[config.mk]
export PLATFORM = sky130hd
export DESIGN_NAME = hcube_path_walker_flat
export DESIGN_NICKNAME = d
export VERILOG_FILES = /design/src/rtl/hcube_path_walker_if.sv /design/src/rtl/hcube_path_walker.sv /design/src/flat_wrapper.sv
export SDC_FILE = /design/constraint.sdc
export NUM_CORES = 1
export LEC_CHECK = 0
export ABC_AREA = 1
export CAP_MARGIN = 20
export CORE_UTILIZATION = 45
export DETAILED_ROUTE_END_ITERATION = 16
export GPL_TIMING_DRIVEN = 0
export HOLD_SLACK_MARGIN = 0.15
export PLACE_DENSITY = 0.79
export SETUP_SLACK_MARGIN = 0.02
export SLEW_MARGIN = 10
export SYNTH_ARGS = -nofsm -noshare
export SYNTH_HDL_FRONTEND = slang
export SYNTH_SLANG_ARGS = --single-unit
[constraint.sdc]
create_clock -name clk -period 3.2 [get_ports clk]
set_input_delay 0.32 -clock clk [delete_from_list [all_inputs] [get_ports clk]]
set_output_delay 0.32 -clock clk [all_outputs]
set_load 0.1 [all_outputs]
[src/rtl/hcube_path_walker_if.sv]
// Descriptor-in / hop-out bundle between the path generator, the walker and
// the router injection logic.
interface hcube_path_walker_if;
  logic       cfg_valid;
  logic       cfg_ready;
  logic [3:0] cfg_src;
  logic [1:0] cfg_group;
  logic [2:0] cfg_len0;
  logic [1:0] cfg_len1;
  logic [1:0] cfg_len2;
  logic [7:0] cfg_data0;
  logic [5:0] cfg_data1;
  logic [3:0] cfg_data2;
  logic       hop_valid;
  logic       hop_ready;
  logic [1:0] hop_dim;
  logic [3:0] hop_node;
  logic [1:0] hop_seg;
  logic       hop_last;

  // slave: the walker (takes descriptors, produces hops)
  modport slave (
    input  cfg_valid, cfg_src, cfg_group, cfg_len0, cfg_len1, cfg_len2,
           cfg_data0, cfg_data1, cfg_data2, hop_ready,
    output cfg_ready, hop_valid, hop_dim, hop_node, hop_seg, hop_last
  );
  modport master (
    output cfg_valid, cfg_src, cfg_group, cfg_len0, cfg_len1, cfg_len2,
           cfg_data0, cfg_data1, cfg_data2, hop_ready,
    input  cfg_ready, hop_valid, hop_dim, hop_node, hop_seg, hop_last
  );
endinterface

[src/rtl/hcube_path_walker.sv]
// Walks a 3-segment hypercube path descriptor and emits one hop
// (flipped dimension + resulting node) per accepted transfer.
module hcube_path_walker #(
  parameter int TIMEOUT = 16,
  parameter int CNT_W   = 5
) (
  input  logic clk,
  input  logic rst_n,
  hcube_path_walker_if.slave bus,
  output logic busy,
  output logic done,
  output logic err
);
  typedef enum logic [1:0] {IDLE, CHECK, WALK, FIN} state_e;
  localparam logic [CNT_W-1:0] TO_LIM = CNT_W'(TIMEOUT);

  state_e                 state_q, state_d;
  logic [3:0]             cur_node_q, cur_node_d;
  logic [1:0]             group_q, group_d;
  logic [2:0][2:0]        len_q, len_d;
  logic [2:0][3:0][1:0]   dim_q, dim_d;
  logic [1:0]             idx_q, idx_d;
  logic [3:0]             rem_q, rem_d;
  logic [CNT_W-1:0]       stall_q, stall_d;
  logic                   cfg_ready_q, cfg_ready_d, busy_q, busy_d;
  logic                   done_q, done_d, err_q, err_d;
  logic                   hop_valid_q, hop_valid_d, hop_last_q, hop_last_d;
  logic [1:0]             hop_dim_q, hop_dim_d, hop_seg_q, hop_seg_d;
  logic [3:0]             hop_node_q, hop_node_d;

  logic                   invalid, do_load, adv;
  logic [3:0]             total, base_node;
  logic [2:0]             start;
  logic [1:0]             nxt_seg, ld_seg, ld_idx;

  always_comb begin
    state_d     = state_q;
    cur_node_d  = cur_node_q;
    group_d     = group_q;
    len_d       = len_q;
    dim_d       = dim_q;
    idx_d       = idx_q;
    rem_d       = rem_q;
    stall_d     = stall_q;
    hop_valid_d = hop_valid_q;
    hop_dim_d   = hop_dim_q;
    hop_node_d  = hop_node_q;
    hop_seg_d   = hop_seg_q;
    hop_last_d  = hop_last_q;
    err_d       = 1'b0;
    do_load     = 1'b0;
    ld_seg      = 2'd0;
    ld_idx      = 2'd0;
    base_node   = cur_node_q;

    invalid = (group_q == 2'd0) || (len_q[0] > 3'd4) ||
              (group_q < 2'd2 && len_q[1] != 3'd0) ||
              (group_q < 2'd3 && len_q[2] != 3'd0);
    total   = 4'(len_q[0]) + 4'(len_q[1]) + 4'(len_q[2]);

    // First non-empty segment at or after 'start'; empty segments never cost a cycle.
    start   = (state_q == WALK) ? ({1'b0, seg_q_w()} + 3'd1) : 3'd0;
    nxt_seg = 2'd0;
    for (int k = 2; k >= 0; k--)
      if (k >= int'(start) && len_q[k] != 3'd0) nxt_seg = 2'(k);
    adv = ({1'b0, idx_q} + 3'd1) < len_q[hop_seg_q];

    case (state_q)
      IDLE: if (bus.cfg_valid) begin
        cur_node_d = bus.cfg_src;
        group_d    = bus.cfg_group;
        len_d      = {{1'b0, bus.cfg_len2}, {1'b0, bus.cfg_len1}, bus.cfg_len0};
        dim_d      = {{4'b0, bus.cfg_data2}, {2'b0, bus.cfg_data1}, bus.cfg_data0};
        stall_d    = '0;
        state_d    = CHECK;
      end
      CHECK: begin
        if (invalid) begin
          err_d   = 1'b1;
          state_d = IDLE;
        end else if (total == 4'd0) begin
          state_d = FIN;
        end else begin
          do_load    = 1'b1;
          ld_seg     = nxt_seg;
          rem_d      = total;
          hop_last_d = (total == 4'd1);
          state_d    = WALK;
        end
      end
      WALK: begin
        if (bus.hop_ready) begin
          cur_node_d = hop_node_q;
          stall_d    = '0;
          if (hop_last_q) begin
            hop_valid_d = 1'b0;
            state_d     = FIN;
          end else begin
            do_load    = 1'b1;
            base_node  = hop_node_q;
            ld_seg     = adv ? hop_seg_q : nxt_seg;
            ld_idx     = adv ? idx_q + 2'd1 : 2'd0;
            rem_d      = rem_q - 4'd1;
            hop_last_d = (rem_q == 4'd2);
          end
        end else if (TIMEOUT != 0) begin
          if (stall_q + CNT_W'(1) == TO_LIM) begin
            err_d       = 1'b1;
            hop_valid_d = 1'b0;
            stall_d     = '0;
            state_d     = IDLE;
          end else begin
            stall_d = stall_q + CNT_W'(1);
          end
        end
      end
      FIN:     state_d = IDLE;
      default: state_d = IDLE;
    endcase

    if (do_load) begin
      hop_valid_d = 1'b1;
      hop_seg_d   = ld_seg;
      idx_d       = ld_idx;
      hop_dim_d   = dim_q[ld_seg][ld_idx];
      hop_node_d  = base_node ^ (4'b0001 << dim_q[ld_seg][ld_idx]);
    end

    cfg_ready_d = (state_d == IDLE);
    busy_d      = (state_d != IDLE);
    done_d      = (state_d == FIN);
  end

  function automatic logic [1:0] seg_q_w();
    return hop_seg_q;
  endfunction

  always_ff @(posedge clk or negedge rst_n) begin
    if (!rst_n) begin
      state_q     <= IDLE;
      cur_node_q  <= '0;
      group_q     <= '0;
      len_q       <= '0;
      dim_q       <= '0;
      idx_q       <= '0;
      rem_q       <= '0;
      stall_q     <= '0;
      cfg_ready_q <= 1'b1;
      busy_q      <= 1'b0;
      done_q      <= 1'b0;
      err_q       <= 1'b0;
      hop_valid_q <= 1'b0;
      hop_last_q  <= 1'b0;
      hop_dim_q   <= '0;
      hop_seg_q   <= '0;
      hop_node_q  <= '0;
    end else begin
      state_q     <= state_d;
      cur_node_q  <= cur_node_d;
      group_q     <= group_d;
      len_q       <= len_d;
      dim_q       <= dim_d;
      idx_q       <= idx_d;
      rem_q       <= rem_d;
      stall_q     <= stall_d;
      cfg_ready_q <= cfg_ready_d;
      busy_q      <= busy_d;
      done_q      <= done_d;
      err_q       <= err_d;
      hop_valid_q <= hop_valid_d;
      hop_last_q  <= hop_last_d;
      hop_dim_q   <= hop_dim_d;
      hop_seg_q   <= hop_seg_d;
      hop_node_q  <= hop_node_d;
    end
  end

  assign bus.cfg_ready = cfg_ready_q;
  assign bus.hop_valid = hop_valid_q;
  assign bus.hop_dim   = hop_dim_q;
  assign bus.hop_node  = hop_node_q;
  assign bus.hop_seg   = hop_seg_q;
  assign bus.hop_last  = hop_last_q;
  assign busy          = busy_q;
  assign done          = done_q;
  assign err           = err_q;
endmodule

[src/flat_wrapper.sv]
// flat-port wrapper written by rule: the top's interface ports become plain ports
module hcube_path_walker_flat 
#(
  parameter int TIMEOUT = 16,
  parameter int CNT_W   = 5
)
  (clk, rst_n, busy, done, err, bus_cfg_valid, bus_cfg_src, bus_cfg_group, bus_cfg_len0, bus_cfg_len1, bus_cfg_len2, bus_cfg_data0, bus_cfg_data1, bus_cfg_data2, bus_hop_ready, bus_cfg_ready, bus_hop_valid, bus_hop_dim, bus_hop_node, bus_hop_seg, bus_hop_last);
  hcube_path_walker_if bus_i ();
  input  logic clk;
  input  logic rst_n;
  output logic busy;
  output logic done;
  output logic err;
  input wire logic [$bits(bus_i.cfg_valid)-1:0] bus_cfg_valid;
  input wire logic [$bits(bus_i.cfg_src)-1:0] bus_cfg_src;
  input wire logic [$bits(bus_i.cfg_group)-1:0] bus_cfg_group;
  input wire logic [$bits(bus_i.cfg_len0)-1:0] bus_cfg_len0;
  input wire logic [$bits(bus_i.cfg_len1)-1:0] bus_cfg_len1;
  input wire logic [$bits(bus_i.cfg_len2)-1:0] bus_cfg_len2;
  input wire logic [$bits(bus_i.cfg_data0)-1:0] bus_cfg_data0;
  input wire logic [$bits(bus_i.cfg_data1)-1:0] bus_cfg_data1;
  input wire logic [$bits(bus_i.cfg_data2)-1:0] bus_cfg_data2;
  input wire logic [$bits(bus_i.hop_ready)-1:0] bus_hop_ready;
  output wire logic [$bits(bus_i.cfg_ready)-1:0] bus_cfg_ready;
  output wire logic [$bits(bus_i.hop_valid)-1:0] bus_hop_valid;
  output wire logic [$bits(bus_i.hop_dim)-1:0] bus_hop_dim;
  output wire logic [$bits(bus_i.hop_node)-1:0] bus_hop_node;
  output wire logic [$bits(bus_i.hop_seg)-1:0] bus_hop_seg;
  output wire logic [$bits(bus_i.hop_last)-1:0] bus_hop_last;
  assign bus_i.cfg_valid = bus_cfg_valid;
  assign bus_i.cfg_src = bus_cfg_src;
  assign bus_i.cfg_group = bus_cfg_group;
  assign bus_i.cfg_len0 = bus_cfg_len0;
  assign bus_i.cfg_len1 = bus_cfg_len1;
  assign bus_i.cfg_len2 = bus_cfg_len2;
  assign bus_i.cfg_data0 = bus_cfg_data0;
  assign bus_i.cfg_data1 = bus_cfg_data1;
  assign bus_i.cfg_data2 = bus_cfg_data2;
  assign bus_i.hop_ready = bus_hop_ready;
  assign bus_cfg_ready = bus_i.cfg_ready;
  assign bus_hop_valid = bus_i.hop_valid;
  assign bus_hop_dim = bus_i.hop_dim;
  assign bus_hop_node = bus_i.hop_node;
  assign bus_hop_seg = bus_i.hop_seg;
  assign bus_hop_last = bus_i.hop_last;
  hcube_path_walker #(.TIMEOUT(TIMEOUT), .CNT_W(CNT_W)) u_core (.clk(clk), .rst_n(rst_n), .bus(bus_i), .busy(busy), .done(done), .err(err));
endmodule
==> impl_metrics.json, run 1 <==
{
  "synth_area_mm2": 0.003327,
  "finalHoldViolations": 0,
  "peakVddDrop_mv": 0.3860,
  "gp_congestion": 0.8605,
  "die_width_um": 87.99,
  "clock_skew_ps": 8.013,
  "seq_area_mm2": 0.001454,
  "routed_via_density": 5.103,
  "cts_buffers": 9,
  "crit_fanout": 7,
  "rsz0062_at_grt": "true",
  "setup_viol": 0,
  "critPathCaptureType": "register",
  "cts.path.max_buffers": 2,
  "antenna_left": 0,
  "status": "complete, no violations",
  "required_ps": 3430,
  "antenna_cells": 0,
  "core_area_mm2": 0.006982,
  "fillCellCount": 612,
  "start_kind": "register",
  "path_class": "register to register",
  "wire_per_inst_um": 12.75,
  "grt_antenna_before_repair": 0,
  "drc": 0,
  "worstMarginPinSlew_ps": 987.4,
  "multiInputGateArea_mm2": 0.001669,
  "max_freq_ghz": 0.3253,
  "rows": 30,
  "synthArstFlopShare_pct": 100.0,
  "slew_headroom_pct": 33.97,
  "dieHeight_um": 87.99,
  "grt-ovfl-total": 0,
  "grtUsageTotal_pct": 21.57,
  "p_leak_nw": 2.072,
  "htreeDepth": 3,
  "clkLatencyLatePin_ps": 340,
  "dp_hpwl_mm": 5.466,
  "hold_path.class": "register to register",
  "grt_pass1_wl_mm": 12.77,
  "dpl.cell_count": 569,
  "finalSetupTns_ps": 0,
  "ys.flop_type": "dfrtp_1",
  "yosysUniqueCellTypes": 46,
  "final.min_clock_period_ps": 3074,
  "drt_first_iter_violations": 158,
  "avgSynthCellArea_um2": 7.828,
  "hold_ws_ps": 483.9,
  "wirelength_mm": 7.558,
  "cts_tree": "built",
  "power.density_mw_per_mm2": 1135,
  "dr.pass1.iters": 4,
  "dieArea_mm2": 0.007741,
  "period_share_pct": 96.05,
  "io_buffers": 48,
  "cts.sinks": 58,
  "fin_cells": 593,
  "boundaryPins": 49,
  "syn-num-nets": 475,
  "regToRegSetupSlack_ps": 130,
  "initial_utilization_pct": 47.65,
  "synth_cells": 425,
  "fin_nets": 542,
  "vias": 3026,
  "drv_cap": 0,
  "clkSlewWorstSetupHoldPaths_ps": 70,
  "grt_max_degree": 59,
  "synth-edff-count": 0,
  "drive_gt1_share_pct": 15.90,
  "yosys_register_bits": 58,
  "grt_pass1_vias": 2967,
  "worstPathArrival_ps": 3310,
  "final_max_slew_viol_count": 0,
  "clockRootBuffer": "clkbuf_8",
  "ys_warn_count": 0,
  "area_growth_pct": 29.03,
  "synth_seq_area_share_pct": 43.66
}
state kept, by name (all words and copies together) (netlist names), 4 cells and up:
| signal | cells |
|---|---|
| u_core.dim_q | 18 |
| u_core.len_q | 7 |
| u_core.stall_q | 5 |
| u_core.bus.hop_node | 4 |
| u_core.cur_node_q | 4 |
| u_core.rem_q | 4 |
per-layer routing:
layer  up-vias  GRT usage, %  share of wire [%]
li1       1509             -                  -
met2        88         37.35                 49
met4         0         8.644                1.4
met1      1416         25.83                 44
met3        13         5.090                5.8
met5         -             0                  0
repair_timing:
| action | CTS | global route |
|---|---|---|
| pin swaps | 0 | 13 |
| setup buffers | 0 | 7 |
| setup endpoints to repair | 4 | 7 |
| endpoints found under the hold margin | 57 | 0 |
| hold buffers | 1 | 0 |
| cloned | 0 | 0 |
| resized for setup | 1 | 12 |
logic make-up after synthesis:
kind of cell,after synthesis,synth area share [%]
xor+xnor,3,0.7899
buf+inv,61,7.296
fa+ha+maj,15,6.318
mux,1,0.3009
flops,58,43.66
simple gates,221,30.31
compound gates,66,11.32
per-stage QoR:
stage,util (%),cell area [um2],setup slack [ps],power [W]
finish,61.49,4293,126.2,0.004873
global route,61.49,4293,-37.96,0.005226
CTS,60.22,4204,53.41,0.004669
detailed placement,56.22,3925,-36.41,0.003729
global placement,56.25,3928,21.12,0.003639
floorplan,-,3327,242.1,0.003129
critical path, cell delays in order, from the launching register on:
cell	delay [ps]
dfrtp_2	440
fa_1	540
ha_2	180
fa_2	430
inv_2	70
nand2_2	60
nor2_4	170
inv_1	70
nand3b_1	110
nand2_2	90
nand2_4	90
inv_2	40
nor2_2	140
nand3_2	100
nand2_4	110
inv_2	50
nand2_1	60
nand2_1	70
nand3_2	70
nand2_1	50
cell usage after synthesis (3+ instances only):
| master | number | area, um2 |
|---|---|---|
| nand2_2 | 6 | 37.54 |
| nand2_4 | 5 | 56.30 |
| ha_1 | 12 | 150.1 |
| dfrtp_1 | 57 | 1426 |
| a31oi_1 | 5 | 31.28 |
| clkbuf_1 | 5 | 18.77 |
| a21oi_1 | 10 | 50.05 |
| fa_1 | 3 | 60.06 |
| or2_2 | 3 | 18.77 |
| nor2_1 | 16 | 60.06 |
| nand4_1 | 6 | 37.54 |
| o21ai_1 | 8 | 40.04 |
| inv_1 | 34 | 127.6 |
| inv_2 | 15 | 56.30 |
| nand2_1 | 142 | 533.0 |
| nor2_2 | 3 | 18.77 |
| nand3_1 | 29 | 145.1 |
| nand3_2 | 3 | 30.03 |
| o21ai_0 | 29 | 145.1 |
where the power goes:
| group | total, W | switching (W) | internal [W] |
|---|---|---|---|
| clock | 0.000916 | 0.000299 | 0.000617 |
| sequential | 0.00127 | 0.000219 | 0.00105 |
| combinational | 0.00269 | 0.00180 | 0.000885 |
| total | 0.00487 | 0.00232 | 0.00255 |
cell type report:
type	instances	area share, %
flip-flops and latches	58	33.87
plain buffers	10	1.195
inverters	51	4.459
clock inverters	5	2.915
well taps	96	2.798
repair buffers	56	12.59
multi-input cells	306	38.88
clock buffers	11	3.294
cells in the final DEF, fill, tap and decap left out, types with 2 or more instances in the layout:
cell type / count
dfrtp_1: 56
inv_2: 17
buf_2: 2
fa_1: 2
nor2_4: 2
bufinv_16: 4
buf_4: 9
nand3_2: 4
o21ai_1: 8
nand2_1: 140
nand2_2: 7
o22ai_1: 2
o211ai_1: 2
a21oi_1: 10
nand2_4: 6
clkdlybuf4s50_1: 47
a21oi_2: 2
clkbuf_8: 10
nor2_1: 14
nand3b_1: 2
clkbuf_1: 6
ha_1: 11
xor2_1: 2
a31oi_1: 5
inv_1: 32
nand4_1: 6
clkinv_1: 2
nor2_2: 4
o21ai_0: 29
or2_2: 3
nand3_1: 28
path summary, 6_finish.rpt:
path                                       from                     end  cells past startpoint
max in group asynchronous                 rst_n         u_core.len_q[7]                      2
worst min register to register  u_core.dim_q[7]         u_core.dim_q[7]                      2
worst max-delay path            u_core.len_q[7]  u_core.bus.hop_node[1]                     19
min in group asynchronous                 rst_n     u_core.bus.hop_last                      2
worst max register to register  u_core.len_q[7]  u_core.bus.hop_node[1]                     19
worst min-delay path            u_core.dim_q[7]         u_core.dim_q[7]                      2
Power figures use the tool's default switching activity.
==> run 2: changes to the inputs <==
--- a/config.mk
+++ b/config.mk
@@ -7,11 +7,13 @@
 export LEC_CHECK = 0
 export ABC_AREA = 1
 export CAP_MARGIN = 20
-export CORE_UTILIZATION = 45
+export CELL_PAD_IN_SITES_DETAIL_PLACEMENT = 1
+export CELL_PAD_IN_SITES_GLOBAL_PLACEMENT = 2
+export CORE_MARGIN = 2
+export CORE_UTILIZATION = 32
 export DETAILED_ROUTE_END_ITERATION = 16
-export GPL_TIMING_DRIVEN = 0
 export HOLD_SLACK_MARGIN = 0.15
-export PLACE_DENSITY = 0.79
+export PLACE_DENSITY = 0.91
 export SETUP_SLACK_MARGIN = 0.02
 export SLEW_MARGIN = 10
 export SYNTH_ARGS = -nofsm -noshare
==> impl_metrics.json, run 2 (same netlist as run 1, synthesis figures left out) <==
{
  "status": "complete, no violations",
  "clock_skew_ps": 7.391,
  "die_width_um": 106.0,
  "start_kind": "register",
  "largest_register_ff_count": 18,
  "drt_first_iter_violations": 149,
  "cts.path.max_buffers": 2,
  "gp_congestion": 0.8535,
  "antenna_left": 0,
  "cts.sinks": 58,
  "worstMarginPinSlew_ps": 968.9,
  "grt_pass1_vias": 3204,
  "peakVddDrop_mv": 0.3805,
  "dpl.cell_count": 608,
  "wirelength_mm": 8.748,
  "final.min_clock_period_ps": 3095,
  "vias": 2996,
  "clockRootBuffer": "clkbuf_8",
  "setup_viol": 0,
  "dieArea_mm2": 0.01123,
  "grt_pass1_wl_mm": 15.10,
  "max_freq_ghz": 0.3231,
  "dr.pass1.iters": 4,
  "drv_cap": 0,
  "dieHeight_um": 106.0,
  "layout_commonest_cell": "nand2_1",
  "worstPathArrival_ps": 3330,
  "fin_cells": 629,
  "area_growth_pct": 28.13,
  "grtUsageTotal_pct": 16.84,
  "antenna_cells": 0,
  "drive_gt1_share_pct": 16.43,
  "grt-ovfl-total": 0,
  "path_class": "register to register",
  "crit_fanout": 7,
  "finalHoldViolations": 0,
  "slew_headroom_pct": 35.21,
  "layout_common_cells": "138 x nand2_1, 57 x dfrtp_1, 45 x clkdlybuf4s50_1, 34 x inv_1, 29 x o21ai_0",
  "io_buffers": 48,
  "top_register": "u_core.dim_q",
  "initial_utilization_pct": 32.52,
  "critPathCaptureType": "register",
  "clkSlewWorstSetupHoldPaths_ps": 70,
  "fin_util_pct": 41.67,
  "required_ps": 3430,
  "final_max_slew_viol_count": 0,
  "grt_antenna_before_repair": 0,
  "finalSetupTns_ps": 0,
  "routed_via_density": 4.763,
  "cts_buffers": 9,
  "wire_per_inst_um": 13.91,
  "period_share_pct": 96.72,
  "dp_hpwl_mm": 6.601,
  "rows": 37,
  "final_area_mm2": 0.004263,
  "power.density_mw_per_mm2": 1092,
  "fin_nets": 538,
  "hold_path.class": "register to register",
  "drc": 0,
  "cts_tree": "built",
  "boundaryPins": 49,
  "rsz0062_at_grt": "true",
  "dpl_cell_area_mm2": 0.003984,
  "top_regs": "u_core.dim_q x18, u_core.len_q x7, u_core.stall_q x5",
  "p_leak_nw": 2.038,
  "htreeDepth": 3,
  "core_area_mm2": 0.01023,
  "clkLatencyLatePin_ps": 340,
  "hold_ws_ps": 480.3,
  "grt_max_degree": 38
}
[run 2: cell count changes in the layout (fill, tap and decap cells not counted), moves of 2 or more]
cell             change
clkdlybuf4s50_1      -2
nand2_1              -2
nand2_2              +3
inv_2                -2
bufinv_16            -3
buf_4                +5
clkinvlp_4           +2
clkbuf_1             -5
inv_1                +2
[run 2: power breakdown]
| part | total [W] | internal, W | switching, W |
|---|---|---|---|
| Sequential | 0.00127 | 0.00105 | 0.000217 |
| Combinational | 0.00268 | 0.000875 | 0.00181 |
| Clock | 0.000707 | 0.000401 | 0.000306 |
| Total | 0.00466 | 0.00232 | 0.00233 |
[run 2: layout make-up]
cell class	instances	area [um2]
fill	1285	5968
multi-input combinational	306	1662
sequential	58	1453
timing repair buffer	62	581.8
inverter	51	191.4
tap	136	170.2
clock buffer	12	155.1
clock inverter	4	50.05
[run 2: critical path: stages, from the launching register on]
cell     delay (ps)
dfrtp_1         400
fa_1            490
ha_2            190
fa_1            550
inv_1            50
nand2_2          70
nor2_2           50
buf_6           120
nor2_4          100
nand2_2          80
nand2_4         100
nand2_4          80
nand2_2          90
nand3_2          60
nand2_2          80
nand2_2          60
nand2_4         100
inv_2            50
nand2_1          60
nand2_1          70
nand3_2          80
nand2_2          40
[run 2: what timing repair did]
action	CTS	global route
setup endpoints to repair	1	5
pin swaps	0	10
resized for setup	1	9
buffers inserted	2	2
hold endpoints to repair	33	0
hold buffers	1	0
[run 2: metal layers]
layer / vias to the layer above / global-route usage (%) / part of all wire [%]
met5: - / 0 / 0
met4: 0 / 4.041 / 1.3
met3: 10 / 4.721 / 3.2
met2: 46 / 29.45 / 50
met1: 1444 / 20.54 / 45
li1: 1496 / - / -
[run 2: final timing paths]
check / start / end / slack [ps] / depth (start not counted)
min: u_core.dim_q[16] / u_core.dim_q[16] / 480 / 2
max: u_core.len_q[4] / u_core.bus.hop_node[1] / 100 / 21
max in group asynchronous: rst_n / u_core.dim_q[5] / 1800 / 3
max reg2reg: u_core.len_q[4] / u_core.bus.hop_node[1] / 100 / 21
min in group asynchronous: rst_n / u_core.rem_q[2] / 600 / 2
min reg2reg: u_core.dim_q[16] / u_core.dim_q[16] / 480 / 2
[run 2: stage by stage]
stage	setup slack (ps)	total power, W
2_1_floorplan	242.1	0.003129
3_3_place_gp	178.3	0.003759
3_5_place_dp	15.22	0.003858
4_1_cts	25.33	0.004623
5_1_grt	-101.2	0.005073
6_report	104.9	0.004657
==> run 3: changes to the inputs <==
--- a/config.mk
+++ b/config.mk
@@ -15,7 +15,7 @@
 export HOLD_SLACK_MARGIN = 0.15
 export PLACE_DENSITY = 0.91
 export SETUP_SLACK_MARGIN = 0.02
-export SLEW_MARGIN = 10
+export SLEW_MARGIN = 20
 export SYNTH_ARGS = -nofsm -noshare
 export SYNTH_HDL_FRONTEND = slang
 export SYNTH_SLANG_ARGS = --single-unit
==> constraint.sdc (replaced) <==
create_clock -name clk -period 3.5 [get_ports clk]
set_input_delay 0.35 -clock clk [delete_from_list [all_inputs] [get_ports clk]]
set_output_delay 0.35 -clock clk [all_outputs]
set_load 0.1 [all_outputs]
==> impl_metrics.json, run 3 (same netlist as run 1, synthesis figures left out) <==
{
  "status": "complete, no violations",
  "vias": 2931,
  "fin_nets": 529,
  "hold_path.class": "register to register",
  "crit_buf_inv": 4,
  "regToRegSetupSlack_ps": 360,
  "antenna_cells": 0,
  "clock_skew_ps": 7.677,
  "initial_utilization_pct": 32.52,
  "dieArea_mm2": 0.01123,
  "required_ps": 3740,
  "antenna_left": 0,
  "wire_per_inst_um": 13.42,
  "htreeDepth": 3,
  "drive_gt1_share_pct": 13.02,
  "top_register": "u_core.dim_q",
  "dpl.cell_count": 603,
  "rows": 37,
  "cts.sinks": 58,
  "slowest_delay_ps": 480,
  "grt-ovfl-total": 0,
  "r2r_end": "u_core.bus.hop_node[1]",
  "critPathCaptureType": "register",
  "worstMarginPinSlew_ps": 980.3,
  "max_freq_ghz": 0.3180,
  "fin_util_pct": 40.44,
  "drc": 0,
  "grt_max_degree": 44,
  "top_regs": "u_core.dim_q x18, u_core.len_q x7, u_core.stall_q x5",
  "grtUsageTotal_pct": 16.25,
  "io_buffers": 48,
  "area_growth_pct": 24.37,
  "setup_viol": 0,
  "dr.pass1.iters": 4,
  "die_width_um": 106.0,
  "grt_pass1_vias": 3222,
  "path_delay_family": "simple AND/OR/NAND/NOR gates",
  "period_share_pct": 89.84,
  "cpMostUsedCell": "nand2_1",
  "clockRootBuffer": "clkbuf_8",
  "grt_antenna_before_repair": 0,
  "fillCellCount": 1265,
  "post_cts_buffers": 0,
  "start_kind": "register",
  "finalHoldViolations": 0,
  "crit_fanout": 7,
  "layout_commonest_cell": "nand2_1",
  "hold_ws_ps": 488.4,
  "dieHeight_um": 106.0,
  "cts.path.max_buffers": 2,
  "crit_chain": "fa_1, ha_1, fa_1, inv_1, nand2_1, nor2_2, inv_1, nand3b_1, nand2_1, nand2_2, inv_1, nor2_2, nand3_2, nand2_4, inv_2, nand2_1, nand2_1, nand3_1, nand2_1",
  "routed_via_density": 4.727,
  "largest_register_ff_count": 18,
  "core_area_mm2": 0.01023,
  "min_path_cells": 2,
  "gp_congestion": 0.8129,
  "dp_hpwl_mm": 6.379,
  "worstPathArrival_ps": 3380,
  "p_leak_nw": 1.978,
  "clkSlewWorstSetupHoldPaths_ps": 70,
  "r2r-start": "u_core.len_q[7]",
  "power.density_mw_per_mm2": 966.8,
  "cts_tree": "built",
  "min_to": "u_core.dim_q[16]",
  "grt_pass1_wl_mm": 14.81,
  "boundaryPins": 49,
  "drt_first_iter_violations": 95,
  "r2r_cells": 19,
  "peakVddDrop_mv": 0.2877,
  "min-delay-start": "u_core.dim_q[16]",
  "path_class": "register to register",
  "wirelength_mm": 8.321,
  "cp_slowest_cell": "fa_1",
  "slew_headroom_pct": 34.44,
  "finalSetupTns_ps": 0,
  "clkLatencyLatePin_ps": 340,
  "fin_cells": 620,
  "drv_cap": 0,
  "final.min_clock_period_ps": 3144,
  "final_max_slew_viol_count": 0,
  "cts_buffers": 9,
  "rsz0062_at_grt": "false",
  "layout_common_cells": "142 x nand2_1, 57 x dfrtp_1, 47 x clkdlybuf4s50_1, 34 x inv_1"
}
==> run 3: cell count changes in the layout (fill, tap and decap cells not counted), moves of 2 or more <==
cell             change
nand3_1              +2
nand2_2              -4
buf_4                -9
nand3_2              -2
clkinv_2             +2
nand2_1              +4
clkdlybuf4s50_1      +2
==> run 3: worst register-to-register path, stage by stage, from the launching register on <==
cell and delay [ps]:
dfrtp_1 440, fa_1 460, ha_1 220, fa_1 480, inv_1 70, nand2_1 80
nor2_2 210, inv_1 70, nand3b_1 90, nand2_1 90, nand2_2 110, inv_1 70
nor2_2 130, nand3_2 110, nand2_4 110, inv_2 50, nand2_1 60, nand2_1 50
nand3_1 80, nand2_1 50
==> run 3: how the worst max path moves through the flow <==
stage                               start                endpoint  slack [ps]  depth (start not counted)
CTS                       u_core.len_q[1]  u_core.bus.hop_node[1]         250                         19
global placement          u_core.len_q[1]  u_core.bus.hop_node[1]         380                         19
finish                    u_core.len_q[7]  u_core.bus.hop_node[1]         360                         19
global route              u_core.len_q[7]  u_core.bus.hop_node[2]          70                         19
detailed placement        u_core.len_q[1]  u_core.bus.hop_node[1]         280                         19
floorplan           u_core.bus.hop_seg[0]  u_core.bus.hop_node[0]         540                         17
==> run 3: per-stage QoR <==
| step | total power (W) | setup slack (ps) | instance area, um2 |
|---|---|---|---|
| after CTS | 0.004033 | 254.0 | 4123 |
| after floorplan | 0.002861 | 542.1 | 3327 |
| after global placement | 0.003389 | 384.3 | 3951 |
| final | 0.004000 | 355.6 | 4138 |
| after detailed placement | 0.003466 | 278.1 | 3951 |
| after global routing | 0.004370 | 74.82 | 4138 |
==> run 3: repair_timing <==
item	in CTS	in global routing
setup endpoints to repair	0	2
hold endpoints to repair	0	41
resized for setup	0	1
hold buffers	0	1
==> run 3: per-layer routing <==
metal	global-route usage, %	vias to the layer above	part of all wire, %
li1	-	1476	-
met5	0	-	0
met1	20.05	1413	46
met4	3.665	0	0.69
met3	3.924	6	2.8
met2	28.76	36	50
==> run 3: power breakdown <==
group	internal, W	switching, W	total (W)
Combinational	0.000698	0.00159	0.00229
Sequential	0.000959	0.000204	0.00116
Clock	0.000272	0.000273	0.000545
==> run 3: cell type report <==
type / instances / area, um2 / area share (%)
Clock inverter: 5 / 30.03 / 0.7257
Multi-Input combinational cell: 306 / 1634 / 39.49
Tap cell: 136 / 170.2 / 4.112
Timing Repair Buffer: 53 / 518.0 / 12.52
Inverter: 51 / 191.4 / 4.627
Clock buffer: 11 / 141.4 / 3.417
Sequential cell: 58 / 1453 / 35.11
